**src/rtl/fpu_floor_arbiter.sv**
```systemverilog
// Round-robin arbiter sharing one pipelined floor unit between N_REQ requesters,
// with in-flight tag tracking and a credit-protected result FIFO. Optional macro: FPU_FLOOR_ARB_PERF_EN.
module fpu_floor_arbiter #(
   parameter int N_REQ   = 2,
   parameter int LATENCY = 1,
   parameter int DEPTH   = 4,
   localparam int IDW    = (N_REQ > 2) ? $clog2(N_REQ) : 1
) (
   input  logic                clk_i,
   input  logic                rst_ni,
   input  logic [N_REQ-1:0]    req_valid_i,
   output logic [N_REQ-1:0]    req_ready_o,
   input  logic [32*N_REQ-1:0] req_data_i,
   output logic [31:0]         unit_a_o,
   input  logic [31:0]         unit_c_i,
   output logic                resp_valid_o,
   input  logic                resp_ready_i,
   output logic [31:0]         resp_data_o,
   output logic [IDW-1:0]      resp_id_o,
`ifdef FPU_FLOOR_ARB_PERF_EN
   output logic [31:0]         perf_stall_cnt_o,
`endif
   output logic                busy_o
);

   localparam int AW = $clog2(DEPTH);
   localparam int CW = $clog2(DEPTH + LATENCY + 1);

   logic [IDW-1:0]     rr_q, rr_d;
   logic [LATENCY-1:0] infl_vld_q;
   logic [IDW-1:0]     infl_id_q [LATENCY];
   logic [31:0]        mem_data_q [DEPTH];
   logic [IDW-1:0]     mem_id_q [DEPTH];
   logic [AW-1:0]      wr_ptr_q, rd_ptr_q;
   logic [CW-1:0]      cnt_q, cnt_d;
   logic [CW-1:0]      infl_cnt;
   logic               issue_ok;
   logic               grant_any;
   logic [IDW-1:0]     grant_id;
   logic               push, pop, empty, full;

   // Credit counts everything issued and not yet popped; a same-cycle pop frees credit next cycle.
   always_comb begin
      infl_cnt = '0;
      for (int i = 0; i < LATENCY; i++) begin
         infl_cnt = infl_cnt + CW'(infl_vld_q[i]);
      end
      issue_ok = (cnt_q + infl_cnt) < CW'(DEPTH);
   end

   // Two passes: first requesters at or above the pointer, then the wrapped-around ones.
   always_comb begin
      grant_any   = 1'b0;
      grant_id    = '0;
      req_ready_o = '0;
      unit_a_o    = '0;
      if (issue_ok) begin
         for (int i = 0; i < N_REQ; i++) begin
            if (!grant_any && req_valid_i[i] && (i >= int'(rr_q))) begin
               grant_any = 1'b1;
               grant_id  = IDW'(i);
            end
         end
         for (int i = 0; i < N_REQ; i++) begin
            if (!grant_any && req_valid_i[i]) begin
               grant_any = 1'b1;
               grant_id  = IDW'(i);
            end
         end
      end
      for (int i = 0; i < N_REQ; i++) begin
         if (grant_any && (grant_id == IDW'(i))) begin
            req_ready_o[i] = 1'b1;
            unit_a_o       = req_data_i[32*i +: 32];
         end
      end
   end

   always_comb begin
      rr_d = rr_q;
      if (grant_any) begin
         rr_d = (grant_id == IDW'(N_REQ - 1)) ? '0 : grant_id + IDW'(1);
      end
   end

   assign push  = infl_vld_q[LATENCY-1];
   assign empty = (cnt_q == '0);
   assign full  = (cnt_q == CW'(DEPTH));
   assign pop   = !empty && resp_ready_i;

   always_comb begin
      cnt_d = cnt_q;
      if (push && !pop) begin
         cnt_d = cnt_q + CW'(1);
      end else if (pop && !push) begin
         cnt_d = cnt_q - CW'(1);
      end
   end

   always_ff @(posedge clk_i or negedge rst_ni) begin
      if (!rst_ni) begin
         rr_q       <= '0;
         infl_vld_q <= '0;
         for (int i = 0; i < LATENCY; i++) begin
            infl_id_q[i] <= '0;
         end
         wr_ptr_q   <= '0;
         rd_ptr_q   <= '0;
         cnt_q      <= '0;
      end else begin
         rr_q          <= rr_d;
         infl_vld_q[0] <= grant_any;
         infl_id_q[0]  <= grant_id;
         for (int i = LATENCY - 1; i > 0; i--) begin
            infl_vld_q[i] <= infl_vld_q[i-1];
            infl_id_q[i]  <= infl_id_q[i-1];
         end
         if (push) begin
            wr_ptr_q <= wr_ptr_q + AW'(1);
         end
         if (pop) begin
            rd_ptr_q <= rd_ptr_q + AW'(1);
         end
         cnt_q <= cnt_d;
      end
   end

   always_ff @(posedge clk_i) begin
      if (push) begin
         mem_data_q[wr_ptr_q] <= unit_c_i;
         mem_id_q[wr_ptr_q]   <= infl_id_q[LATENCY-1];
      end
   end

   assign resp_valid_o = !empty;
   assign resp_data_o  = empty ? '0 : mem_data_q[rd_ptr_q];
   assign resp_id_o    = empty ? '0 : mem_id_q[rd_ptr_q];
   assign busy_o       = (|infl_vld_q) | !empty;

`ifdef FPU_FLOOR_ARB_PERF_EN
   logic [31:0] stall_q, stall_d;

   always_comb begin
      stall_d = stall_q;
      if ((|req_valid_i) && !grant_any && (stall_q != 32'hFFFF_FFFF)) begin
         stall_d = stall_q + 32'd1;
      end
   end

   always_ff @(posedge clk_i or negedge rst_ni) begin
      if (!rst_ni) begin
         stall_q <= '0;
      end else begin
         stall_q <= stall_d;
      end
   end

   assign perf_stall_cnt_o = stall_q;
`endif

`ifndef SYNTHESIS
   a_no_push_when_full: assert property (@(posedge clk_i) disable iff (!rst_ni) !(push && full));
`endif

endmodule
```
**config.mk**
```make
export PLATFORM = sky130hd
export DESIGN_NAME = fpu_floor_arbiter
export DESIGN_NICKNAME = d
export VERILOG_FILES = /design/src/rtl/fpu_floor_arbiter.sv
export SDC_FILE = /design/constraint.sdc
export NUM_CORES = 1
export LEC_CHECK = 0
export ABC_AREA = 1
export CAP_MARGIN = 5
export CORE_MARGIN = 2
export CORE_UTILIZATION = 38
export DETAILED_ROUTE_END_ITERATION = 16
export GPL_TIMING_DRIVEN = 0
export PLACE_DENSITY = 0.65
export SLEW_MARGIN = 20
export SYNTH_ARGS = -nofsm -noshare
export SYNTH_HDL_FRONTEND = slang
export SYNTH_SLANG_ARGS = --single-unit
export TNS_END_PERCENT = 30
```
**constraint.sdc**
```tcl
create_clock -name clk_i -period 2.5 [get_ports clk_i]
set_clock_uncertainty 0.15 [all_clocks]
set_input_delay 0.25 -clock clk_i [delete_from_list [all_inputs] [get_ports clk_i]]
set_output_delay 0.25 -clock clk_i [all_outputs]
set_load 0.1 [all_outputs]
```
; Word level (Yosys, flattened, before mapping)
; Memories as Yosys holds them, arrays and structs flattened.
; Cells that the tools add are included.
[classes]
addsub = 6
magnitude_cmp = 2
muxes = 23
bitwise_logic = 2
reduce_logical = 17
[op_table]
columns = cell, count
row1 = 32-bit two-way mux, 3
row2 = 1-bit two-way mux, 18
row3 = 1-bit logical AND, 9
row4 = 1-bit logical NOT, 6
row5 = 3-bit two-way mux, 2
row6 = "2-bit by 1-bit adder with 2-bit output, second input constant", 2
row7 = 3-bit by 1-bit adder with 3-bit output, 1
row8 = "3-bit by 1-bit adder with 3-bit output, second input constant", 1
row9 = 3-bit logical NOT, 1
row10 = "3-bit less-than comparator, second input constant", 1
row11 = "3-bit by 1-bit subtractor with 3-bit output, second input constant", 1
row12 = 2-bit nonzero test, 1
row13 = "1-bit adder, second input constant", 1
row14 = "1-bit >= comparator, first input constant", 1
row15 = 1-bit NOT, 1
row16 = 1-bit OR, 1
[totals]
reg_bits = 10
ram_bits = 132
inputBits = 101
out_inout_bits = 69
elab_cells = 58
mem_count = 2
[mem_list]
columns = name, depth, width, rd, rd_ports_with_merged_regs, wr, line
row1 = mem_data_q, 4, 32, 1, 0, 1, 32  ; logic [31:0] mem_data_q [DEPTH];
row2 = mem_id_q, 4, 1, 1, 0, 1, 33  ; logic [IDW-1:0] mem_id_q [DEPTH];

; Logic depth before layout (Yosys ltp)
; Gate-level depths: netlist of run 1.
[depth]
word_depth = 20
mapped_depth = 10
mapped_depth_nobuf = 10

; Least setup slack after synthesis of run 1
; No wires, ideal clock.
[synth_path]
path_type = reg-to-output
startpoint = reg cnt_q[0]
endpoint = out resp_data_o[10]
arrival_ps = 3121
t_required_ps = 2100
slack_ps = -1021
stages_incl_launch_ff = 6
path_buffers = 1
path_cell_list = dfrtp_1 -> nor2_1 -> nand2_1 -> inv_1 -> buf_2 -> a21oi_1
[synth_between]
elab_chain_len = 2
[synth_rtl]
columns = element, line
row1 = from (decl), 35  ; logic [CW-1:0] cnt_q, cnt_d;
row2 = from (signal assigned), 124  ; cnt_q <= cnt_d;
row3 = 3-bit logical NOT, 87  ; assign empty = (cnt_q == '0);
row4 = 32-bit two-way mux, 136  ; assign resp_data_o = empty ? '0 : mem_data_q[rd_ptr_q];
row5 = to (decl), 18  ; output logic [31:0] resp_data_o,
; Every way passes these cells.

; Worst setup path in the final report of run 1
[layout_path]
startpoint = reg rr_q
endpoint = out unit_a_o[20]
[layout_between]
elab_chain_len = 20
word_cells_on_any_way = 25
classes_between = 1 x order compare / 14 x mux / 1 x bitwise / 9 x reduce/logical
[layout_rtl]
columns = element, line
row1 = from (decl), 29  ; logic [IDW-1:0] rr_q, rr_d;
row2 = from (signal assigned), 111  ; rr_q <= rr_d;
row3 = 1-bit >= comparator *, 59  ; if (!grant_any && req_valid_i[i] && (i >= int'(rr_q))) begin
row4 = 1-bit logical AND *, 59
row5 = 1-bit two-way mux *, 59
row6 = 1-bit two-way mux *, 57  ; if (issue_ok) begin
row7 = 1-bit logical NOT, 59
row8 = 1-bit logical AND, 59
row9 = 1-bit two-way mux, 59
row10 = 1-bit two-way mux, 57
row11 = [... 4 more ...], n/a
row12 = 1-bit logical NOT, 65  ; if (!grant_any && req_valid_i[i]) begin
row13 = 1-bit logical AND, 65
row14 = 1-bit two-way mux, 65
row15 = 1-bit two-way mux, 57
row16 = 1-bit NOT, 72  ; if (grant_any && (grant_id == IDW'(i))) begin
row17 = 1-bit logical AND, 72
row18 = 32-bit two-way mux, 72
row19 = 32-bit two-way mux *, 72
row20 = to (decl), 14  ; output logic [31:0] unit_a_o,
; Every way passes the cells marked *; elsewhere a longest branch is shown, timed or not. The select of a mux whose other input is x is not followed.

==> results.py, run 1 <==
metrics = {
    "cells_and_area": {
        "final_common_cell": "nor2_1",
        "layout-drive-gt1-share_pct": 24.0,
        "most-common-layout-cells": "nor2_1, edfxtp_1, clkdlybuf4s50_1, buf_6, nand2_1",
        "fin_nets": 872,
        "finalCoreUtilization_pct": 57.9,
        "syn_to_final_growth_pct": 47.6,
    },
    "critical_path": {
        "cp_slowest_cell": "dfrtp_1",
        "crit_chain": "o21ai_4, clkbuf_1, nand4_1, nand2_1, buf_4",
        "endpoint_kind": "output port",
        "startpoint_type": "flop",
        "cp.required_ns": 2.10,
        "crit_type": "reg2out",
        "slowest_delay_ns": 0.41,
        "worstPathArrival_ns": 2.08,
        "worstPathMaxFanout": 10,
    },
    "timing": {
        "tightest_slew_ns": 0.958,
        "finalMaxSlewViolations": 0,
        "setup_viol_count_final": 0,
        "rsz0062_at_grt": "true",
        "min_period_ns": 2.48,
        "timing.fmax_mhz": 404,
        "finalHoldViolCount": 0,
        "finalCritPeriodShare_pct": 99.1,
        "slew_headroom_pct": 36.4,
    },
    "synth": {
        "synth_area_um2": 6270,
        "synth_cell_types": 24,
        "synth_largest_area_cell": "edfxtp_1",
        "yosys.area.top_type_share_pct": 63.2,
        "ys_top_cells_by_area": "edfxtp_1, nor2_1, dfrtp_1",
        "synthCells": 572,
        "synth_seq_cells": 142,
        "synth_fp_nets": 679,
        "synth_warnings": 0,
        "synthArstFlopShare_pct": 7.04,
        "ys_seq_area_share_pct": 67.2,
        "avgSynthCellArea_um2": 11.0,
        "synth_edf_count": 132,
        "ys.flop_type": "edfxtp_1",
    },
    "floorplan": {
        "dieArea_um2": 17500,
        "std_cell_rows": 46,
        "io_pins": 170,
        "die_w_um": 132,
        "core_um2": 16000,
        "start_util_pct": 39.2,
        "die_h_um": 132,
    },
    "global_route": {
        "grt_max_degree": 28,
        "antenna_found_initial": 0,
        "grt_usage_pct": 20.2,
        "grt_pass1_wl_um": 27400,
        "first_global_vias": 5266,
        "grt-ovfl-total": 0,
    },
    "cts": {
        "cts_root_buf": "clkbuf_16",
        "insertion_delay_ns": 0.41,
        "cts.sinks": 142,
        "clockBufferDepth": 2,
        "cts-htree-levels": 4,
        "cts_tree": "yes",
        "postCtsHoldBufs": 0,
        "cts_buffers": 17,
        "path_clk_slew_ns": 0.06,
    },
    "drt": {
        "vias": 4999,
        "dr.pass1.iters": 4,
        "drt_wl_total_um": 17500,
        "vias_per_cell": 5.02,
        "wl_per_cell_um": 17.6,
        "ant_nets": 0,
        "drc": 0,
        "drt-initial-drc-count": 266,
    },
    "place": {
        "port_buffers": 169,
        "place.gp.congestion": 0.865,
        "hpwl_um": 12300,
    },
    "status": {
        "status": "finished, final reports clean",
    },
    "run": {
        "drv_cap": 0,
    },
    "hold_path": {
        "hold_path.class": "in2async",
    },
}
==> worst paths after layout <==
path | from | endpoint | slack, ns | depth (start not counted)
hold reg to reg | infl_id_q | mem_id_q[2] | 0.34 | 0
setup reg to reg | cnt_q[0] | cnt_q[2] | 0.39 | 10
setup / recovery | rr_q | unit_a_o[20] | 0.02 | 5
max in group asynchronous | rst_ni | cnt_q[0] | 1.83 | 1
min in group clk_i | unit_c_i[16] | mem_data_q[3][16] | 0.32 | 1
hold / removal | rst_ni | infl_id_q | 0.02 | 1
==> metrics by stage <==
stage	worst slack (ns)	cell area, um2	instances	hold WS, ns	TNS (ns)
CTS	-0.192	9090	993	0.0434	-1.06
floorplan	-0.0424	6620	572	-0.196	-0.0424
finish	0.0231	9260	995	0.0178	0
global placement	-0.736	8590	957	0.323	-37.99
global route	-0.0847	9260	994	0.0546	-0.516
detailed placement	-0.762	8670	961	0.338	-39.40
==> Yosys cell counts, types with 5 or more instances <==
cell	number
ha_1	5
nand4_1	32
nand3_1	35
a21oi_1	36
buf_6	7
clkbuf_1	16
edfxtp_1	132
nor2_1	135
nand2_1	50
buf_2	14
o21ai_0	48
dfrtp_1	10
inv_1	16
o21ai_1	20
==> what timing repair did <==
item	in CTS	in global routing
buffers inserted	0	1
gates resized for setup	402	69
setup endpoints to repair	69	62
==> layer usage <==
metal / global-route usage, % / part of all wire (%) / vias to the layer above
met5: 0 / 0 / -
met4: 9.14 / 3.0 / 0
met3: 5.90 / 6.4 / 33
met2: 36.6 / 52 / 202
met1: 21.8 / 39 / 2347
li1: - / - / 2417
==> sequential cells by signal (all words and copies together) (netlist names) <==
register and flops:
cnt_q 3, infl_id_q 1, infl_vld_q 1, mem_data_q 128, mem_id_q 4, rd_ptr_q 2, rr_q 1, wr_ptr_q 2
==> logic make-up after synthesis <==
kind of cell / after synthesis / synth area share [%]
AO/OA/AOI/OAI: 105 / 8.56
XOR/XNOR: 3 / 0.419
adder cells (fa/ha/maj): 6 / 1.32
buffers and inverters: 60 / 4.97
flip-flops: 142 / 67.2
AND/OR/NAND/NOR: 256 / 17.6
==> final cells by class <==
class / instances / area (um2)
antenna: 1 / 2.50
fill: 1327 / 6740
clock inverter: 14 / 145
clock buffer: 18 / 429
tap: 216 / 270
buffer: 42 / 280
inverter: 18 / 71.3
timing repair buffer: 174 / 1750
sequential: 142 / 4220
multi-input combinational: 370 / 2100
==> worst max-delay path, delay by kind of cell, from the launching register on <==
family	cells	cell delay, ns
DFF	1	0.41
buffers and inverters	2	0.70
and+or+nand+nor	2	0.27
AOI/OAI and AO/OA	1	0.27
Power of run 1 is left out: the tool's default activity adds up to more than one toggle a clock period on the data nets, which glitch-free logic cannot reach.
==> run 2, diff against run 1 <==
--- a/config.mk
+++ b/config.mk
@@ -11,7 +11,7 @@
 export CORE_UTILIZATION = 38
 export DETAILED_ROUTE_END_ITERATION = 16
 export GPL_TIMING_DRIVEN = 0
-export PLACE_DENSITY = 0.65
+export PLACE_DENSITY_LB_ADDON = 0.25
 export SLEW_MARGIN = 20
 export SYNTH_ARGS = -nofsm -noshare
 export SYNTH_HDL_FRONTEND = slang
==> run 2 against run 1 <==
Compared with the run above:
- hold slack better by 0.0045 ns
- critical path depth increased by 3
- cell count shrank 0.20%
- final area is 0.43% higher
- wire length fell by 3.4%
- first-iteration DRC count grew 18%
- count of clock-buffer cells in the layout rose by 5
- die area unchanged
- maximum frequency grew 3.3%
- largest cell class unchanged
==> results.py, run 2 (synthesis results as in run 1) <==
metrics = {
    "status": {
        "status": "finished, final reports clean",
    },
    "timing": {
        "rsz0062_at_grt": "true",
        "finalCritPeriodShare_pct": 95.9,
        "setup_viol_count_final": 0,
        "slew_headroom_pct": 35.4,
        "tightest_slew_ns": 0.973,
        "finalMaxSlewViolations": 0,
        "min_period_ns": 2.40,
        "timing.fmax_mhz": 417,
        "finalHoldViolCount": 0,
    },
    "critical_path": {
        "endpoint_kind": "output port",
        "cp_top_family": "buffers and inverters",
        "r2r-end": "cnt_q[2]",
        "crit_type": "reg2out",
        "slowest_delay_ns": 0.32,
        "critPathLaunch": "rd_ptr_q[0]",
        "worstPathMaxFanout": 10,
        "startpoint_type": "flop",
        "critPathBufInv": 4,
        "cp.required_ns": 2.10,
        "worstPathArrival_ns": 2.00,
        "ff2ff_path_depth": 10,
        "rrSetupSlack_ns": 0.43,
        "r2r-start": "cnt_q[0]",
        "cp_slowest_cell": "dfrtp_1",
        "crit_chain": "buf_2, buf_6, buf_4, nor2_1, nor2_1, o21ai_0, a21oi_4, buf_4",
    },
    "global_route": {
        "antenna_found_initial": 0,
        "first_global_vias": 5350,
        "grt_pass1_wl_um": 26500,
        "grt-ovfl-total": 0,
        "grt_max_degree": 24,
        "grt_usage_pct": 19.6,
    },
    "cts": {
        "cts-htree-levels": 4,
        "clockBufferDepth": 2,
        "insertion_delay_ns": 0.41,
        "postCtsHoldBufs": 0,
        "cts_buffers": 17,
        "cts.sinks": 142,
        "cts_root_buf": "clkbuf_16",
        "path_clk_slew_ns": 0.06,
        "cts_tree": "yes",
    },
    "cells_and_area": {
        "final_cell_area_um2": 9300,
        "antenna_cells": 0,
        "fin_nets": 871,
        "largest_reg_flops": 128,
        "syn_to_final_growth_pct": 48.3,
        "fillers": 1307,
        "multi_input_area_um2": 2100,
        "layout-drive-gt1-share_pct": 24.2,
        "reg_top3": "mem_data_q x128, mem_id_q x4, cnt_q x3",
        "final_common_cell": "nor2_1",
        "top_register": "mem_data_q",
        "most-common-layout-cells": "nor2_1, edfxtp_1, clkdlybuf4s50_1, nand2_1, o21ai_0",
        "seqCellArea_um2": 4220,
    },
    "drt": {
        "ant_nets": 0,
        "drt-initial-drc-count": 313,
        "vias": 5052,
        "drt_wl_total_um": 17000,
        "vias_per_cell": 5.09,
        "dr.pass1.iters": 5,
        "drc": 0,
        "wl_per_cell_um": 17.1,
    },
    "floorplan": {
        "die_w_um": 132,
        "start_util_pct": 39.2,
        "core_um2": 16000,
        "io_pins": 170,
        "dieArea_um2": 17500,
        "std_cell_rows": 46,
        "die_h_um": 132,
    },
    "hold_path": {
        "hold_path.class": "in2async",
    },
    "place": {
        "place.gp.congestion": 0.917,
        "hpwl_um": 12100,
        "place_area_um2": 8690,
        "port_buffers": 169,
    },
    "run": {
        "drv_cap": 0,
    },
}
[run 2: changes by cell type in the layout (fill, tap and decap cells not counted), sizes merged]
cell	delta
clkinv	-5
bufinv	-2
buf	-3
clkinvlp	+1
clkbuf	+6
diode	-1
clkdlybuf4s15	+1
inv	+1
[run 2: what timing repair did]
action,4_1_cts,5_1_grt
setup endpoints to repair,69,65
hold endpoints to repair,0,0
resized for setup,406,62
setup buffers,0,0
[run 2: metal layers]
| layer | up-vias | GRT usage (%) | wire length [um] |
|---|---|---|---|
| met2 | 230 | 36.0 | 8930 |
| met5 | - | 0 | 0 |
| met4 | 0 | 7.95 | 433 |
| met1 | 2387 | 20.7 | 6330 |
| li1 | 2408 | - | - |
| met3 | 27 | 6.05 | 1260 |
[run 2: worst max-delay path by stage]
stage / endpoint / slack, ns / cells after the start
6_report: resp_data_o[11] / 0.10 / 8
5_1_grt: unit_a_o[30] / -0.02 / 6
4_1_cts: unit_a_o[2] / -0.06 / 5
3_5_place_dp: unit_a_o[11] / -0.80 / 7
3_3_place_gp: unit_a_o[11] / -0.81 / 7
2_1_floorplan: req_ready_o[1] / -0.04 / 3
[run 2: final cells by class]
class | instances | share of cell area, %
clock buffer | 23 | 5.72
timing repair buffer | 173 | 18.9
inverter | 18 | 0.767
clock inverter | 9 | 0.753
multi-input combinational | 370 | 22.6
sequential | 142 | 45.3
tap | 216 | 2.91
buffer | 42 | 3.04
[run 2: through the flow]
stage	hold slack [ns]	std cells	setup TNS (ns)	setup slack, ns	utilization [%]
after floorplan	-0.196	572	-0.0424	-0.0424	-
after global placement	0.317	957	-39.07	-0.805	53.7
after detailed placement	0.326	961	-39.74	-0.800	54.3
after CTS	0.0163	993	-0.0944	-0.0636	57.1
after global routing	0.0454	993	-0.0653	-0.0212	58.1
final	0.0223	993	0	0.103	58.1
Power of run 2 is left out for the same reason.
==> run 3, diff against run 2 <==
--- a/config.mk
+++ b/config.mk
@@ -12,7 +12,8 @@
 export DETAILED_ROUTE_END_ITERATION = 16
 export GPL_TIMING_DRIVEN = 0
 export PLACE_DENSITY_LB_ADDON = 0.25
-export SLEW_MARGIN = 20
+export REMOVE_ABC_BUFFERS = 1
+export SLEW_MARGIN = 10
 export SYNTH_ARGS = -nofsm -noshare
 export SYNTH_HDL_FRONTEND = slang
 export SYNTH_SLANG_ARGS = --single-unit
==> run 3 against run 2 <==
Compared with the run above:
- count of clock-buffer cells in the layout is 4 lower
- largest cell class unchanged
- cell count is 2.4% lower
- core utilization is 3.6 points lower
==> results.py, run 3 (synthesis results as in run 1) <==
metrics = {
    "global_route": {
        "busiest_layer": "met2",
        "antenna_found_initial": 0,
        "grt_usage_pct": 19.5,
        "use_met1_pct": 22.0,
        "grt_max_degree": 69,
        "first_global_vias": 5080,
        "grt-ovfl-total": 0,
        "grt_pass1_wl_um": 26300,
        "grt_util_met3_pct": 5.36,
        "use_met2_pct": 34.6,
    },
    "drt": {
        "vias_per_cell": 5.17,
        "drc": 0,
        "drt-initial-drc-count": 277,
        "vias": 5012,
        "dr.pass1.iters": 5,
        "drt_wl_total_um": 16800,
        "ant_nets": 0,
        "wl_per_cell_um": 17.4,
    },
    "timing": {
        "holdWs_ns": 0.0194,
        "tightest_slew_ns": 0.566,
        "finalHoldViolCount": 0,
        "timing.setup.tns_ns": 0,
        "timing.fmax_mhz": 410,
        "finalCritPeriodShare_pct": 97.6,
        "min_period_ns": 2.44,
        "slew_headroom_pct": 62.5,
        "setup_ws_ns": 0.0609,
        "setup_viol_count_final": 0,
        "rsz0062_at_grt": "true",
        "finalMaxSlewViolations": 0,
    },
    "cts": {
        "postCtsHoldBufs": 0,
        "insertion_delay_ns": 0.41,
        "path_clk_slew_ns": 0.06,
        "cts_tree": "yes",
        "cts-htree-levels": 4,
        "clockBufferDepth": 2,
        "cts_root_buf": "clkbuf_16",
        "cts.sinks": 142,
        "cts_buffers": 17,
    },
    "floorplan": {
        "die_h_um": 132,
        "dieArea_um2": 17500,
        "die_w_um": 132,
        "io_pins": 170,
        "start_util_pct": 39.2,
        "core_um2": 16000,
        "std_cell_rows": 46,
    },
    "hold_path": {
        "hold_path.class": "in2async",
    },
    "place": {
        "place_area_um2": 8090,
        "place.gp.congestion": 0.791,
        "hpwl_um": 9830,
        "port_buffers": 169,
        "pre_cts_slack_ns": -1.44,
    },
    "critical_path": {
        "worstPathArrival_ns": 2.04,
        "slowest_delay_ns": 0.48,
        "crit_chain": "nand3_1, nand2_2, nand2_8, nand4_1, nand2_1, buf_4",
        "endpoint_kind": "output port",
        "crit_type": "reg2out",
        "startpoint_type": "flop",
        "worstPathMaxFanout": 33,
        "cp_slowest_cell": "dfrtp_1",
        "critPathBufInv": 1,
        "cp_top_family": "simple AND/OR/NAND/NOR gates",
        "cp.required_ns": 2.10,
        "rrSetupSlack_ns": 0.34,
    },
    "cells_and_area": {
        "fillers": 1385,
        "antenna_cells": 0,
        "final_common_cell": "nor2_1",
        "syn_to_final_growth_pct": 39.2,
        "largest_reg_flops": 128,
        "top_register": "mem_data_q",
        "fin_nets": 847,
        "final_cell_area_um2": 8730,
        "most-common-layout-cells": "nor2_1, edfxtp_1, clkdlybuf4s50_1, nand2_1, o21ai_0",
        "layout-drive-gt1-share_pct": 18.2,
        "reg_top3": "mem_data_q x128, mem_id_q x4, cnt_q x3",
    },
    "run": {
        "drv_cap": 0,
    },
    "status": {
        "status": "finished, final reports clean",
    },
}
run 3: cell count changes in the layout (fill, tap and decap cells not counted), moves of 11 or more:
cell and delta:
clkbuf_2 -11, buf_6 -35, a21oi_1 +33, clkbuf_4 +23, buf_4 +11, a21oi_4 -30
run 3: worst paths after layout:
check	cells after the start	from	end
setup / recovery	6	cnt_q[0]	unit_a_o[18]
hold / removal	1	rst_ni	rr_q
setup reg to reg	10	cnt_q[0]	cnt_q[2]
hold reg to reg	0	infl_id_q	mem_id_q[0]
max in group asynchronous	1	rst_ni	rd_ptr_q[1]
min in group clk_i	1	unit_c_i[8]	mem_data_q[1][8]
run 3: per-stage QoR:
stage,utilization [%],cells
2_1_floorplan,-,530
3_3_place_gp,49.9,915
3_5_place_dp,50.6,920
4_1_cts,54.4,969
5_1_grt,54.6,969
6_report,54.6,969
run 3: final cells by class:
type	count	area, um2	share of cell area [%]
clock inverter	13	140	1.61
clock buffer	19	433	4.96
sequential	142	4220	48.4
timing repair buffer	188	1750	20.1
inverter	18	91.3	1.05
timing repair inverter	1	7.51	0.0860
multi-input combinational	372	1810	20.8
tap	216	270	3.10
run 3: per-layer routing:
metal,wire [um],up-vias
met5,0,-
met4,451,0
met3,1090,23
met2,8580,223
met1,6730,2407
li1,-,2359
run 3: what timing repair did:
item / CTS / global route
endpoints found under the setup margin: 69 / 62
setup buffers: 14 / 0
gates resized for setup: 342 / 110
cloned: 3 / 0
pin swaps: 2 / 1
run 3: worst register-to-register path, stage by stage (launching register included):
cell     delay, ns
dfrtp_1       0.48
nor2_1        0.14
nand2_1       0.18
nand2_1       0.16
ha_1          0.17
inv_1         0.07
fa_1          0.38
inv_1         0.06
nand2_1       0.05
nand3_1       0.09
xor2_1        0.14
Power of run 3 is left out for the same reason.
